--- config.mk ---
export PLATFORM = sky130hd
export DESIGN_NAME = tag_rx_symb_accum
export DESIGN_NICKNAME = d
export VERILOG_FILES = /design/src/rtl/tag_rx_symb_accum.sv
export SDC_FILE = /design/constraint.sdc
export NUM_CORES = 1
export LEC_CHECK = 0
export CAP_MARGIN = 0
export CORE_MARGIN = 10
export CORE_UTILIZATION = 35
export CTS_BUF_LIST = sky130_fd_sc_hd__clkbuf_4
export DETAILED_ROUTE_END_ITERATION = 16
export GPL_TIMING_DRIVEN = 0
export PLACE_DENSITY = 0.5
export SYNTH_ARGS = -nofsm -noshare
export SYNTH_HDL_FRONTEND = slang
export SYNTH_SLANG_ARGS = --single-unit
--- constraint.sdc ---
create_clock -name clk -period 5.13 [get_ports clk]
set_clock_uncertainty 0.2 [all_clocks]
set_input_delay 1.026 -clock clk [delete_from_list [all_inputs] [get_ports clk]]
set_output_delay 1.026 -clock clk [all_outputs]
set_load 0.02 [all_outputs]
--- src/rtl/tag_rx_symb_accum.sv ---
// Coherent I/Q accumulate-and-dump started by a sync strobe; each symbol's
// sums are queued in a small FIFO that feeds an AXI-stream master.
module tag_rx_symb_accum #(
    parameter int DATA_WIDTH  = 16,
    parameter int NSIG        = 262144,
    parameter int NSYMB       = 1,
    parameter int NSYMB_WIDTH = 16,
    parameter int ACC_WIDTH   = 34,
    parameter int FIFO_DEPTH  = 4
) (
    input  logic                         clk,
    input  logic                         reset,
    input  logic                         run_rx,
    input  logic                         sym_start,
    input  logic                         rx_valid,
    input  logic signed [DATA_WIDTH-1:0] irx_bb,
    input  logic signed [DATA_WIDTH-1:0] qrx_bb,
    output logic [2*ACC_WIDTH-1:0]       m_tdata,
    output logic [NSYMB_WIDTH-1:0]       m_tuser,
    output logic                         m_tlast,
    output logic                         m_tvalid,
    input  logic                         m_tready,
    output logic                         overflow,
    output logic [1:0]                   acc_state,
    output logic [15:0]                  sync_count
);

    localparam int CNT_W = $clog2(NSIG);
    localparam int PTR_W = $clog2(FIFO_DEPTH);
    localparam int EXT_W = ACC_WIDTH - DATA_WIDTH;
    localparam int ENT_W = 2*ACC_WIDTH + NSYMB_WIDTH + 1;

    localparam logic [CNT_W-1:0]       CNT_LAST = CNT_W'(NSIG - 1);
    localparam logic [NSYMB_WIDTH-1:0] IDX_LAST = NSYMB_WIDTH'(NSYMB - 1);
    localparam logic [PTR_W:0]         PTR_ONE  = (PTR_W+1)'(1);
    localparam logic [PTR_W:0]         PTR_FULL = (PTR_W+1)'(FIFO_DEPTH);

    typedef enum logic [1:0] {
        IDLE      = 2'd0,
        WAIT_SYNC = 2'd1,
        ACCUM     = 2'd2
    } state_e;

    state_e                      state_q, state_d;
    logic signed [ACC_WIDTH-1:0] acc_i_q, acc_i_d;
    logic signed [ACC_WIDTH-1:0] acc_q_q, acc_q_d;
    logic [CNT_W-1:0]            cnt_q, cnt_d;
    logic [NSYMB_WIDTH-1:0]      idx_q, idx_d;
    logic [15:0]                 sync_q, sync_d;
    logic                        ovf_q;

    logic signed [ACC_WIDTH-1:0] sum_i, sum_q;
    logic                        idx_last;
    logic                        push;

    assign sum_i    = acc_i_q + {{EXT_W{irx_bb[DATA_WIDTH-1]}}, irx_bb};
    assign sum_q    = acc_q_q + {{EXT_W{qrx_bb[DATA_WIDTH-1]}}, qrx_bb};
    assign idx_last = (idx_q == IDX_LAST);

    always_comb begin
        state_d = state_q;
        acc_i_d = acc_i_q;
        acc_q_d = acc_q_q;
        cnt_d   = cnt_q;
        idx_d   = idx_q;
        sync_d  = sync_q;
        push    = 1'b0;
        if (!run_rx) begin
            state_d = IDLE;
            acc_i_d = '0;
            acc_q_d = '0;
            cnt_d   = '0;
            idx_d   = '0;
        end else begin
            unique case (state_q)
                IDLE: state_d = WAIT_SYNC;
                WAIT_SYNC: begin
                    if (sym_start) begin
                        state_d = ACCUM;
                        acc_i_d = '0;
                        acc_q_d = '0;
                        cnt_d   = '0;
                        idx_d   = '0;
                        sync_d  = sync_q + 16'd1;
                    end
                end
                ACCUM: begin
                    if (rx_valid) begin
                        if (cnt_q == CNT_LAST) begin
                            push    = 1'b1;
                            acc_i_d = '0;
                            acc_q_d = '0;
                            cnt_d   = '0;
                            if (idx_last) begin
                                idx_d   = '0;
                                state_d = WAIT_SYNC;
                            end else begin
                                idx_d = idx_q + NSYMB_WIDTH'(1);
                            end
                        end else begin
                            acc_i_d = sum_i;
                            acc_q_d = sum_q;
                            cnt_d   = cnt_q + CNT_W'(1);
                        end
                    end
                    // Resync lands after any completed symbol has been pushed.
                    if (sym_start) begin
                        state_d = ACCUM;
                        acc_i_d = '0;
                        acc_q_d = '0;
                        cnt_d   = '0;
                        idx_d   = '0;
                        sync_d  = sync_q + 16'd1;
                    end
                end
                default: state_d = IDLE;
            endcase
        end
    end

    logic [ENT_W-1:0] mem_q [FIFO_DEPTH];
    logic [PTR_W:0]   wr_q, rd_q, fill;
    logic [ENT_W-1:0] push_data, head;
    logic             full, pop, wr_en, drop;

    assign push_data = {sum_i, sum_q, idx_q, idx_last};
    assign fill      = wr_q - rd_q;
    assign full      = (fill == PTR_FULL);
    assign m_tvalid  = (fill != '0);
    assign pop       = m_tvalid && m_tready;
    assign wr_en     = push && (!full || pop);
    assign drop      = push && full && !pop;
    assign head      = mem_q[rd_q[PTR_W-1:0]];

    always_ff @(posedge clk) begin
        if (reset) begin
            state_q <= IDLE;
            acc_i_q <= '0;
            acc_q_q <= '0;
            cnt_q   <= '0;
            idx_q   <= '0;
            sync_q  <= '0;
            ovf_q   <= 1'b0;
            wr_q    <= '0;
            rd_q    <= '0;
        end else begin
            state_q <= state_d;
            acc_i_q <= acc_i_d;
            acc_q_q <= acc_q_d;
            cnt_q   <= cnt_d;
            idx_q   <= idx_d;
            sync_q  <= sync_d;
            if (drop)  ovf_q <= 1'b1;
            if (wr_en) wr_q  <= wr_q + PTR_ONE;
            if (pop)   rd_q  <= rd_q + PTR_ONE;
        end
    end

    always_ff @(posedge clk) begin
        if (wr_en) mem_q[wr_q[PTR_W-1:0]] <= push_data;
    end

    // Beat fields read as zero while the FIFO is empty.
    assign m_tdata    = m_tvalid ? head[ENT_W-1 -: 2*ACC_WIDTH] : '0;
    assign m_tuser    = m_tvalid ? head[NSYMB_WIDTH:1] : '0;
    assign m_tlast    = m_tvalid && head[0];
    assign overflow   = ovf_q;
    assign acc_state  = state_q;
    assign sync_count = sync_q;

endmodule

# Yosys cells after proc, flatten, opt, wreduce, memory -nomap -nowiden
# Memory sizes are Yosys's and may differ from the RTL's. A register that Yosys moved wholly into a read port is not among the register bits.
# Cells that the tools add are included.
[classes]
n_mux = 36
addsub = 8
n_reduce_logical = 18
eq_ne = 8
bitwise_logic = 1
[op_table]
columns = ["cell", "n"]
rows = [
  ["$mux 34", 7],
  ["$pmux 34 s2", 2],
  ["$mux 16", 6],
  ["$mux 18", 4],
  ["$add 34x34->34", 2],
  ["$mux 68", 1],
  ["$pmux 18 s2", 1],
  ["$add 16x1->16 const B", 2],
  ["$pmux 16 s2", 1],
  ["$add 18x1->18 const B", 1],
  ["$eq 18x18->1 const B", 1],
  ["$logic_not 16->1", 1],
  ["$mux 2", 7],
  ["$ne 3x3->1 const B", 3],
  ["$reduce_and 4->1", 2],
  ["$add 3x1->3 const B", 2],
  ["$mux 1", 6],
  ["$pmux 2 s3", 1],
  ["$reduce_and 3->1", 2],
  ["$logic_and 1x1->1", 5],
  ["$reduce_or 2->1", 2],
  ["$eq 3x3->1 const B", 1],
  ["$reduce_bool 3->1", 1],
  ["$sub 3x3->3", 1],
  ["other kinds (8)", 9],
]
[word_totals]
input_bits = 38
output_inout_bits = 105
reg_bits = 127
n_memories = 1
wordCells = 81
mem_bits_rw = 340
[memory_table]
columns = ["name", "depth", "width", "read_ports", "rd_clocked_by_memory_dff", "write_ports", "line", "source"]
rows = [
  ["mem_q", 4, 85, 1, 1, 1, "121", "logic [ENT_W-1:0] mem_q [FIFO_DEPTH];"],
]

# Logic depth before layout (Yosys ltp)
# Gate-level depths: netlist of the first run.
[logic_depth]
depth_word = 8
ltp_mapped = 10
depth_no_buf = 10

# Worst setup path before layout of the first run
# No wires, ideal clock.
[synth_timing]
path_type = "register to register"
from = "register cnt_q[6]"
to = "memory mem_q[3][0] (netlist name) (enable)"
n_path_buf = 0
setup_slack_ns = 0.973
setup_ns = 0.454
synth_period_minus_slack_ns = 4.157
stages_incl_launch_ff = 7
arrival_ns = 3.503
cell_sequence = "dfxtp_1 -> and4_4 -> nand4_1 -> nor4_1 -> nand4_1 -> nor2_1 -> and2_1"
[synth_via]
elab_chain_cells = 8
[synth_rtl]
columns = ["element", "line", "source"]
rows = [
  ["from (decl)", "47", "logic [CNT_W-1:0] cnt_q, cnt_d;"],
  ["from (signal assigned)", "150", "cnt_q <= cnt_d;"],
  ["$eq 18x18->1", "89", "if (cnt_q == CNT_LAST) begin"],
  ["$mux 1", "89", ""],
  ["$mux 1", "88", "if (rx_valid) begin"],
  ["$mux 1", "75", "unique case (state_q)"],
  ["$mux 1", "68", "if (!run_rx) begin"],
  ["$logic_and 1x1->1", "131", "assign wr_en = push && (!full || pop);"],
  ["$mux 1", "160", "if (wr_en) mem_q[wr_q[PTR_W-1:0]] <= push_data;"],
  ["$mux 1 (not written as such)", "160", ""],
  ["to (decl)", "121", ""],
]
# No other way between the ends.

==> flow_summary.toml, run 1 <==
[cells_and_area]
syn_to_final_growth_pct = 19.9
fillCellCount = 5646
drive_gt1_frac = 0.172
final_nets = 2002

[logic_synthesis]
syn_area_um2 = 21500
synth_top_area_frac = 0.474
synthArstFlopShare = 0
synth_fp_nets = 1731
yosysSeqAreaShare = 0.594
yosys.area.top_type = "edfxtp_1"
synth_area_leaders = "edfxtp_1 (47%), dfxtp_1 (12%), mux4_2 (8.9%)"
synthFlopType = "edfxtp_1"
synth.distinct_cells = 70
ys_warn_count = 0
syn_area_per_cell_um2 = 13.4
synth_edf_count = 340
syn_inst = 1610
synth.ff_latch_count = 469

[timing]
slew_violations = 0
slew_headroom = 0.318
max_freq_mhz = 204
tightest_slew_ns = 1.02
rsz0062_at_grt = "no"
fin_crit_sh = 0.954
setup_viol = 0
hold_viol_final = 0
fin_crit_ns = 4.89
whs_ns = 0.273

[pwr]
powerDensity_nw_per_um2 = 296
leakage_nw = 9.10
peakVddDrop_uv = 139
power_w = 0.00765
switchingPower_w = 0.00172
clkPwrFrac = 0.435
sequentialPowerShare = 0.530
switching_share = 0.224
power.internal_w = 0.00593
combPwrFrac = 0.035

[global_routing]
grt_pass1_vias = 14700
gr-total-overflow = 0
antenna_found_initial = 3
grt_max_degree = 38
grtUsageTotal = 0.152
grt_pass1_wl_mm = 84.6

[cts]
cts_sinks = 469
tritoncts = "yes"
cts_buffers = 121
hold_buffers = 0
root_buffer = "clkbuf_4"
clkTransAtPathRegs_ns = 0.06
insertion_delay_ns = 0.89
ctsLongestPathBuffers = 3
h-tree-depth = 3

[worst_setup_path]
cp.required_ns = 3.90
worstPathMaxFanout = 13
cp-end-kind = "primary output"
critical_path_class = "reg -> out"
crit_path_start_kind = "flop"
arrival_ns = 3.67

[placed_design]
port_buffers = 141
routabilityCongestion = 0.858
dp_hpwl_mm = 37.9

[routing]
vias = 14200
ant_nets = 0
drcViolationCount = 0
drtIter0Drc = 723
wl_per_cell_um = 19.7
viasPerCell = 5.13
first_pass_iters = 4
finalWirelength_mm = 54.5

[die]
core_area_um2 = 60700
ios = 143
num_rows = 90
initial_core_util = 0.355
die_h_um = 268
die_x_um = 268
dieArea_um2 = 71900

[job]
cap_violations = 0

[status]
status = "complete, no violations"

[worst_hold_path]
worstHoldPathType = "reg -> reg"
[cells in the mapped netlist, types with 7 or more instances]
library cell    n
xnor2_1        42
a31oi_1        11
a22oi_1        27
buf_2          10
nor3_1         19
a211oi_1       12
o21a_1          8
nand2_1        87
nand2b_1        8
a21o_1         18
nor2b_1        10
ha_1           81
inv_1          26
dfxtp_1       129
mux2i_1         8
a22o_1         37
nor4_1          7
o21bai_1        7
o31ai_1         7
mux4_2         85
edfxtp_1      340
and2_1         96
nor2_1        120
or3_1          15
o21ai_0        39
nand4_1        31
and3_1         20
xor2_1         63
clkbuf_1       61
a21oi_1        72
nand3_1        39
[critical path, cell delays in order, from the launching register on]
cell and delay (ns):
dfxtp_1 0.89, clkbuf_1 0.73, mux4_2 0.46, and2_1 0.18, clkdlybuf4s50_1 0.54
[stage by stage]
step                      cells  utilization  cell area (um2)  TNS [ns]  setup slack (ns)
after floorplan            1610            -            21500         0             0.973
after global placement     2533        0.394            23900   -557.88             -1.67
after detailed placement   2541        0.398            24100    -0.178           -0.0387
after CTS                  2767        0.425            25800         0           0.00836
after global routing       2768        0.426            25800         0            0.0118
final                      2768        0.426            25800         0             0.238
[repair_timing]
action,CTS,global route
buffers inserted,0,0
gates resized for setup,12,5
pin swaps,0,0
endpoints found under the setup margin,56,19
cloned,0,0
[cells by family after synthesis]
| family | synth area share |
|---|---|
| compound gates | 0.0895 |
| fa+ha+maj | 0.0489 |
| xor+xnor | 0.0427 |
| simple gates | 0.114 |
| flops | 0.594 |
| buf+inv | 0.0184 |
| mux | 0.0926 |
[layout make-up]
class	count	area, um2	area share
well taps	782	978	0.0379
inverters	26	97.6	0.00378
diodes	1	2.50	0.0000969
flip-flops and latches	469	12800	0.495
plain buffers	73	325	0.0126
clock inverters	29	164	0.00634
clock buffers	198	1490	0.0575
multi-input cells	1041	8390	0.325
repair buffers	149	1600	0.0620
[routing by layer]
layer,vias to the layer above,part of all wire,GRT usage
li1,6810,-,-
met4,2,0.021,0.0551
met1,7005,0.45,0.194
met3,78,0.054,0.0354
met5,-,0.00017,0
met2,316,0.47,0.249
[worst paths after layout]
kind | start | to | slack (ns) | depth (start not counted)
setup / recovery | flop | m_tdata[31] | 0.24 | 4
hold reg to reg | acc_i_q[30]$_SDFFE_PP0P_ | acc_i_q[30]$_SDFFE_PP0P_ | 0.27 | 2
hold / removal | acc_i_q[30]$_SDFFE_PP0P_ | acc_i_q[30]$_SDFFE_PP0P_ | 0.27 | 2
setup reg to reg | cnt_q[6]$_SDFFE_PP0P_ | mem_q[1][83]$_DFFE_PP_ | 1.60 | 8
[registers in the layout, summed over array words and instances (netlist names), named ones only]
name and cells:
acc_i_q 34, acc_q_q 34, acc_state 2, cnt_q 18
idx_q 16, mem_q 340, overflow 1, rd_q 3
sync_count 16, wr_q 3
[placed cells by master, fill, tap and decap left out, types with 20 or more instances in the layout]
| cell type | n |
|---|---|
| a21oi_1 | 72 |
| a22o_1 | 37 |
| a22oi_1 | 27 |
| and2_1 | 92 |
| and3_1 | 20 |
| clkbuf_1 | 54 |
| clkbuf_4 | 202 |
| clkdlybuf4s50_1 | 141 |
| dfxtp_1 | 129 |
| edfxtp_1 | 340 |
| ha_1 | 81 |
| inv_1 | 26 |
| mux4_2 | 85 |
| nand2_1 | 87 |
| nand3_1 | 38 |
| nand4_1 | 31 |
| nor2_1 | 120 |
| o21ai_0 | 39 |
| xnor2_1 | 42 |
| xor2_1 | 63 |
[power groups by stage]
stage          clock [W]  combinational, W  sequential (W)
3_5_place_dp           0          0.000271         0.00414
2_1_floorplan          0          0.000158         0.00414
3_3_place_gp           0          0.000266         0.00414
5_1_grt          0.00367          0.000302         0.00405
6_report         0.00332          0.000271         0.00406
4_1_cts          0.00346          0.000272         0.00405
Power figures use the tool's default switching activity.
==> run 2, diff against run 1 <==
clock period = 5.43 ns   (was 5.13 ns; I/O delays follow)
==> run 2 against run 1 <==
Setup slack worse by 0.043 ns. Critical path depth grew 1. Final cell count about the same. First-iteration DRC count is 1.7% higher. Clock-buffer cell count stayed put. Sequential power is 5.7% lower. Largest cell class unchanged. Highest routed layer unchanged.
==> flow_summary.toml, run 2 (same netlist as run 1, synthesis figures left out) <==
[cells_and_area]
layout_commonest_cell = "edfxtp_1"
largest_register_ffs = 340
syn_to_final_growth_pct = 19.8
fillCellCount = 5646
drive_gt1_frac = 0.170
seq_area_um2 = 12800
mostFrequentLayoutCells = "edfxtp_1 (340), clkbuf_4 (198), clkdlybuf4s50_1 (141)"
design_area_um2 = 25800
utilization = 0.425
multi_input_area_um2 = 8380
final_nets = 2003

[routing]
drcViolationCount = 0
ant_nets = 0
vias = 14300
first_pass_iters = 4
highest_layer = "met5"
finalWirelength_mm = 54.5
drtIter0Drc = 735
wl_met2_mm = 25.7
drt-met1-wl_mm = 24.7
viasPerCell = 5.15
wl_met3_mm = 3.05
wl_per_cell_um = 19.7

[die]
num_rows = 90
core_area_um2 = 60700
die_h_um = 268
ios = 143
dieArea_um2 = 71900
die_x_um = 268
initial_core_util = 0.355

[worst_setup_path]
slowest_stage = "clkbuf_1"
critical_path_class = "reg -> out"
cp_top_family = "buffers and inverters"
cp-end-kind = "primary output"
cp_cell_sequence = "clkbuf_1 -> clkbuf_1 -> mux4_2 -> and2_1 -> clkdlybuf4s50_1"
cp.depth = 5
arrival_ns = 3.95
crit_path_start_kind = "flop"
critPathMaxStageDelay_ns = 0.74
crit_path_frequent_cell = "clkbuf_1"
r2r_cells = 8
cp.required_ns = 4.14
worstPathMaxFanout = 10
r2r_start = "cnt_q[6]$_SDFFE_PP0P_"
cp.buffers_inverters = 3

[job]
cap_violations = 0

[status]
status = "complete, no violations"

[global_routing]
grt_pass1_vias = 14700
grtUsageTotal = 0.152
grt_max_degree = 38
gr-total-overflow = 0
antenna_found_initial = 3
grt_pass1_wl_mm = 84.6

[cts]
clkTransAtPathRegs_ns = 0.06
cts_sinks = 469
ctsLongestPathBuffers = 3
root_buffer = "clkbuf_4"
cts_buffers = 121
insertion_delay_ns = 0.89
h-tree-depth = 3
post_cts_buffers = 0
tritoncts = "yes"

[timing]
rsz0062_at_grt = "no"
fin_crit_ns = 5.24
slew_violations = 0
hold_viol_final = 0
whs_ns = 0.272
max_freq_mhz = 191
fin_crit_sh = 0.964
setup_viol = 0
slew_headroom = 0.312
tightest_slew_ns = 1.03

[placed_design]
placed_cell_area_um2 = 24100
dp_hpwl_mm = 37.9
port_buffers = 141
routabilityCongestion = 0.858

[worst_hold_path]
min-delay-start = "acc_i_q[30]$_SDFFE_PP0P_"
worstHoldPathType = "reg -> reg"
holdPathStages = 2

[pwr]
powerDensity_nw_per_um2 = 280
leakage_nw = 9.09
peakVddDrop_uv = 131
==> run 2: cell types whose count changed in the layout (fill, tap and decap cells not counted) <==
cell      change
clkbuf_2      -3
clkbuf_1      +5
clkbuf_4      -4
nand3_2       +1
nand3_4       -1
buf_2         +5
buf_4         -2
==> run 2: layout make-up <==
class | instances | area share
clock buffer | 198 | 0.0576
timing repair buffer | 149 | 0.0621
inverter | 26 | 0.00378
sequential | 469 | 0.496
multi-input combinational | 1041 | 0.325
tap | 782 | 0.0379
buffer | 74 | 0.0120
antenna | 1 | 0.0000970
clock inverter | 29 | 0.00635
==> run 2: routing by layer <==
| metal | vias to the layer above | GRT usage |
|---|---|---|
| met5 | - | 0 |
| met4 | 2 | 0.0553 |
| met3 | 75 | 0.0354 |
| met2 | 319 | 0.249 |
| met1 | 7066 | 0.194 |
| li1 | 6798 | - |
==> run 2: final timing paths <==
check,endpoint,slack [ns]
min,acc_i_q[30]$_SDFFE_PP0P_,0.27
max,m_tdata[34],0.19
max reg2reg,mem_q[1][80]$_DFFE_PP_,1.89
min reg2reg,acc_i_q[30]$_SDFFE_PP0P_,0.27
==> run 2: worst reg2reg max path, stage by stage (launching register included) <==
cell and delay [ns]:
dfxtp_1 0.40, and4_4 0.27, nand4_1 0.22, nor4_1 0.43, nand4_1 0.16, nor2_1 0.38
and2_4 0.57, buf_12 0.29, buf_12 0.27
==> run 2: where the power goes <==
part           total [W]  switching, W  internal, W
sequential       0.00383    0.00000342      0.00383
clock            0.00314       0.00144      0.00170
combinational   0.000255      0.000174    0.0000815
==> run 2: per-stage QoR <==
stage          total power (W)  worst slack, ns  setup TNS (ns)  instances
2_1_floorplan          0.00406             1.27               0       1610
3_3_place_gp           0.00416            -1.43         -475.94       2533
3_5_place_dp           0.00417            0.201               0       2541
4_1_cts                0.00735           0.0761               0       2768
5_1_grt                0.00758          0.00454               0       2769
6_report               0.00723            0.195               0       2769
==> run 2: what timing repair did <==
action	CTS	global route
gates resized for setup	5	0
hold buffers	0	0
setup endpoints to repair	40	0
==> run 3, diff against run 2 <==
PLACE_DENSITY = default   (was 0.5)
PLACE_DENSITY_LB_ADDON = 0.08   (was default)
==> run 3 against run 2 <==
Global-route usage increased by 0.56 points. Largest cell class unchanged. Critical path depth increased by 1. Flip-flop and latch count unchanged. Cell area increased by 0.38%.
==> flow_summary.toml, run 3 (same netlist as run 1, synthesis figures left out) <==
[cts]
root_buffer = "clkbuf_4"
tritoncts = "yes"
cts_buffers = 133
post_cts_buffers = 0
hold_buffers = 0
clkTransAtPathRegs_ns = 0.06
h-tree-depth = 4
cts_sinks = 469
insertion_delay_ns = 0.96
ctsLongestPathBuffers = 3

[worst_setup_path]
cp.required_ns = 4.14
cp-end-kind = "primary output"
slowest_stage = "mux4_2"
crit_path_start_kind = "flop"
r2r_end = "mem_q[0][77]$_DFFE_PP_"
cp.buffers_inverters = 4
critical_path_class = "reg -> out"
r2r_start = "acc_i_q[0]$_SDFFE_PP0P_"
cp_top_family = "buffers and inverters"
worstPathMaxFanout = 10
r2r_slack_ns = 1.89
cp.depth = 6
arrival_ns = 3.87
r2r_cells = 10
cp_cell_sequence = "clkbuf_1 -> clkdlybuf4s15_2 -> buf_2 -> mux4_2 -> and2_1 -> clkdlybuf4s50_1"
critPathMaxStageDelay_ns = 0.63

[pwr]
powerDensity_nw_per_um2 = 286
leakage_nw = 9.12
peakVddDrop_uv = 183
power_w = 0.00740

[placed_design]
dp_hpwl_mm = 38.4
routabilityCongestion = 0.831
port_buffers = 141
place_inst = 2541

[status]
status = "complete, no violations"

[cells_and_area]
mostFrequentLayoutCells = "edfxtp_1 (340), clkbuf_4 (202), clkdlybuf4s50_1 (141)"
largest_register_ffs = 340
final_nets = 2014
layout_commonest_cell = "edfxtp_1"
fillCellCount = 5755
stdcell_count = 2791
drive_gt1_frac = 0.174
syn_to_final_growth_pct = 20.2

[timing]
max_freq_mhz = 194
tightest_slew_ns = 1.02
fin_crit_ns = 5.16
slew_violations = 0
fin_crit_sh = 0.950
setup_viol = 0
slew_headroom = 0.320
whs_ns = 0.272
hold_viol_final = 0
rsz0062_at_grt = "no"

[routing]
wl_per_cell_um = 19.9
viasPerCell = 5.09
drtIter0Drc = 853
ant_nets = 0
vias = 14200
first_pass_iters = 5
finalWirelength_mm = 55.5
drcViolationCount = 0

[global_routing]
antenna_found_initial = 3
grtUsageTotal = 0.158
grt_pass1_wl_mm = 86.5
grt_max_degree = 33
grt_pass1_vias = 14900
gr-total-overflow = 0

[die]
dieArea_um2 = 71900
die_x_um = 268
die_h_um = 268
initial_core_util = 0.355
ios = 143
num_rows = 90
core_area_um2 = 60700

[worst_hold_path]
holdPathStages = 2
worstHoldPathType = "reg -> reg"
min-delay-start = "acc_i_q[30]$_SDFFE_PP0P_"
worstHoldEndpoint = "acc_i_q[30]$_SDFFE_PP0P_"

[job]
cap_violations = 0
[run 3: cell types whose count changed in the layout (fill, tap and decap cells not counted), sizes merged]
cell,previous run,this run
clkbuf,260,262
diode,1,7
clkinv,23,30
inv,31,30
bufinv,1,2
clkinvlp,0,7
[run 3: area by class of cell]
class | instances | area, um2 | share of cell area
inverters | 26 | 97.6 | 0.00377
clock inverters | 43 | 246 | 0.00951
diodes | 7 | 17.5 | 0.000676
plain buffers | 73 | 309 | 0.0119
multi-input cells | 1041 | 8380 | 0.323
repair buffers | 149 | 1580 | 0.0609
well taps | 782 | 978 | 0.0378
clock buffers | 201 | 1510 | 0.0582
flip-flops and latches | 469 | 12800 | 0.494
[run 3: routing by layer]
metal  share of wire  track usage
met4           0.021       0.0624
met1            0.45        0.200
met2            0.48        0.256
met3           0.043       0.0380
met5               0            0
[run 3: worst register-to-register path, stage by stage, from the launching register on]
cell and delay (ns):
dfxtp_1 0.32, ha_1 0.23, fa_1 0.41, a21oi_1 0.22, o211ai_1 0.16, or3_1 0.40
a31oi_1 0.31, o21a_1 0.32, o21ai_0 0.26, nor2b_1 0.19, xnor2_1 0.26
[run 3: through the flow]
step,setup TNS (ns),utilization,instance area (um2),worst slack (ns)
finish,0,0.427,25900,0.273
CTS,0,0.426,25900,0.0447
floorplan,0,-,21500,1.27
global route,0,0.427,25900,0.00906
global placement,-500.95,0.394,23900,-1.51
detailed placement,0,0.397,24100,0.185
[run 3: repair_timing]
item | CTS | global route
gates cloned | 0 | 0
gates resized for setup | 6 | 2
endpoints found under the setup margin | 56 | 5
[run 3: worst max-delay path by stage]
stage                                startpoint                     end
after floorplan           cnt_q[6]$_SDFFE_PP0P_   mem_q[3][0]$_DFFE_PP_
after global placement                 m_tready  mem_q[3][64]$_DFFE_PP_
after detailed placement             qrx_bb[15]  mem_q[2][44]$_DFFE_PP_
after CTS                  wr_q[0]$_SDFFE_PP0P_             m_tdata[50]
after global routing                       flop             m_tdata[62]
final                                      flop             m_tdata[62]
[run 3: report_power, final]
group          leakage [nW]  switching (W)  total (W)  internal (W)
combinational          3.90       0.000175   0.000257     0.0000816
sequential             4.18     0.00000302    0.00383       0.00383
clock                  1.03        0.00152    0.00331       0.00179
total                  9.12        0.00170    0.00740       0.00571
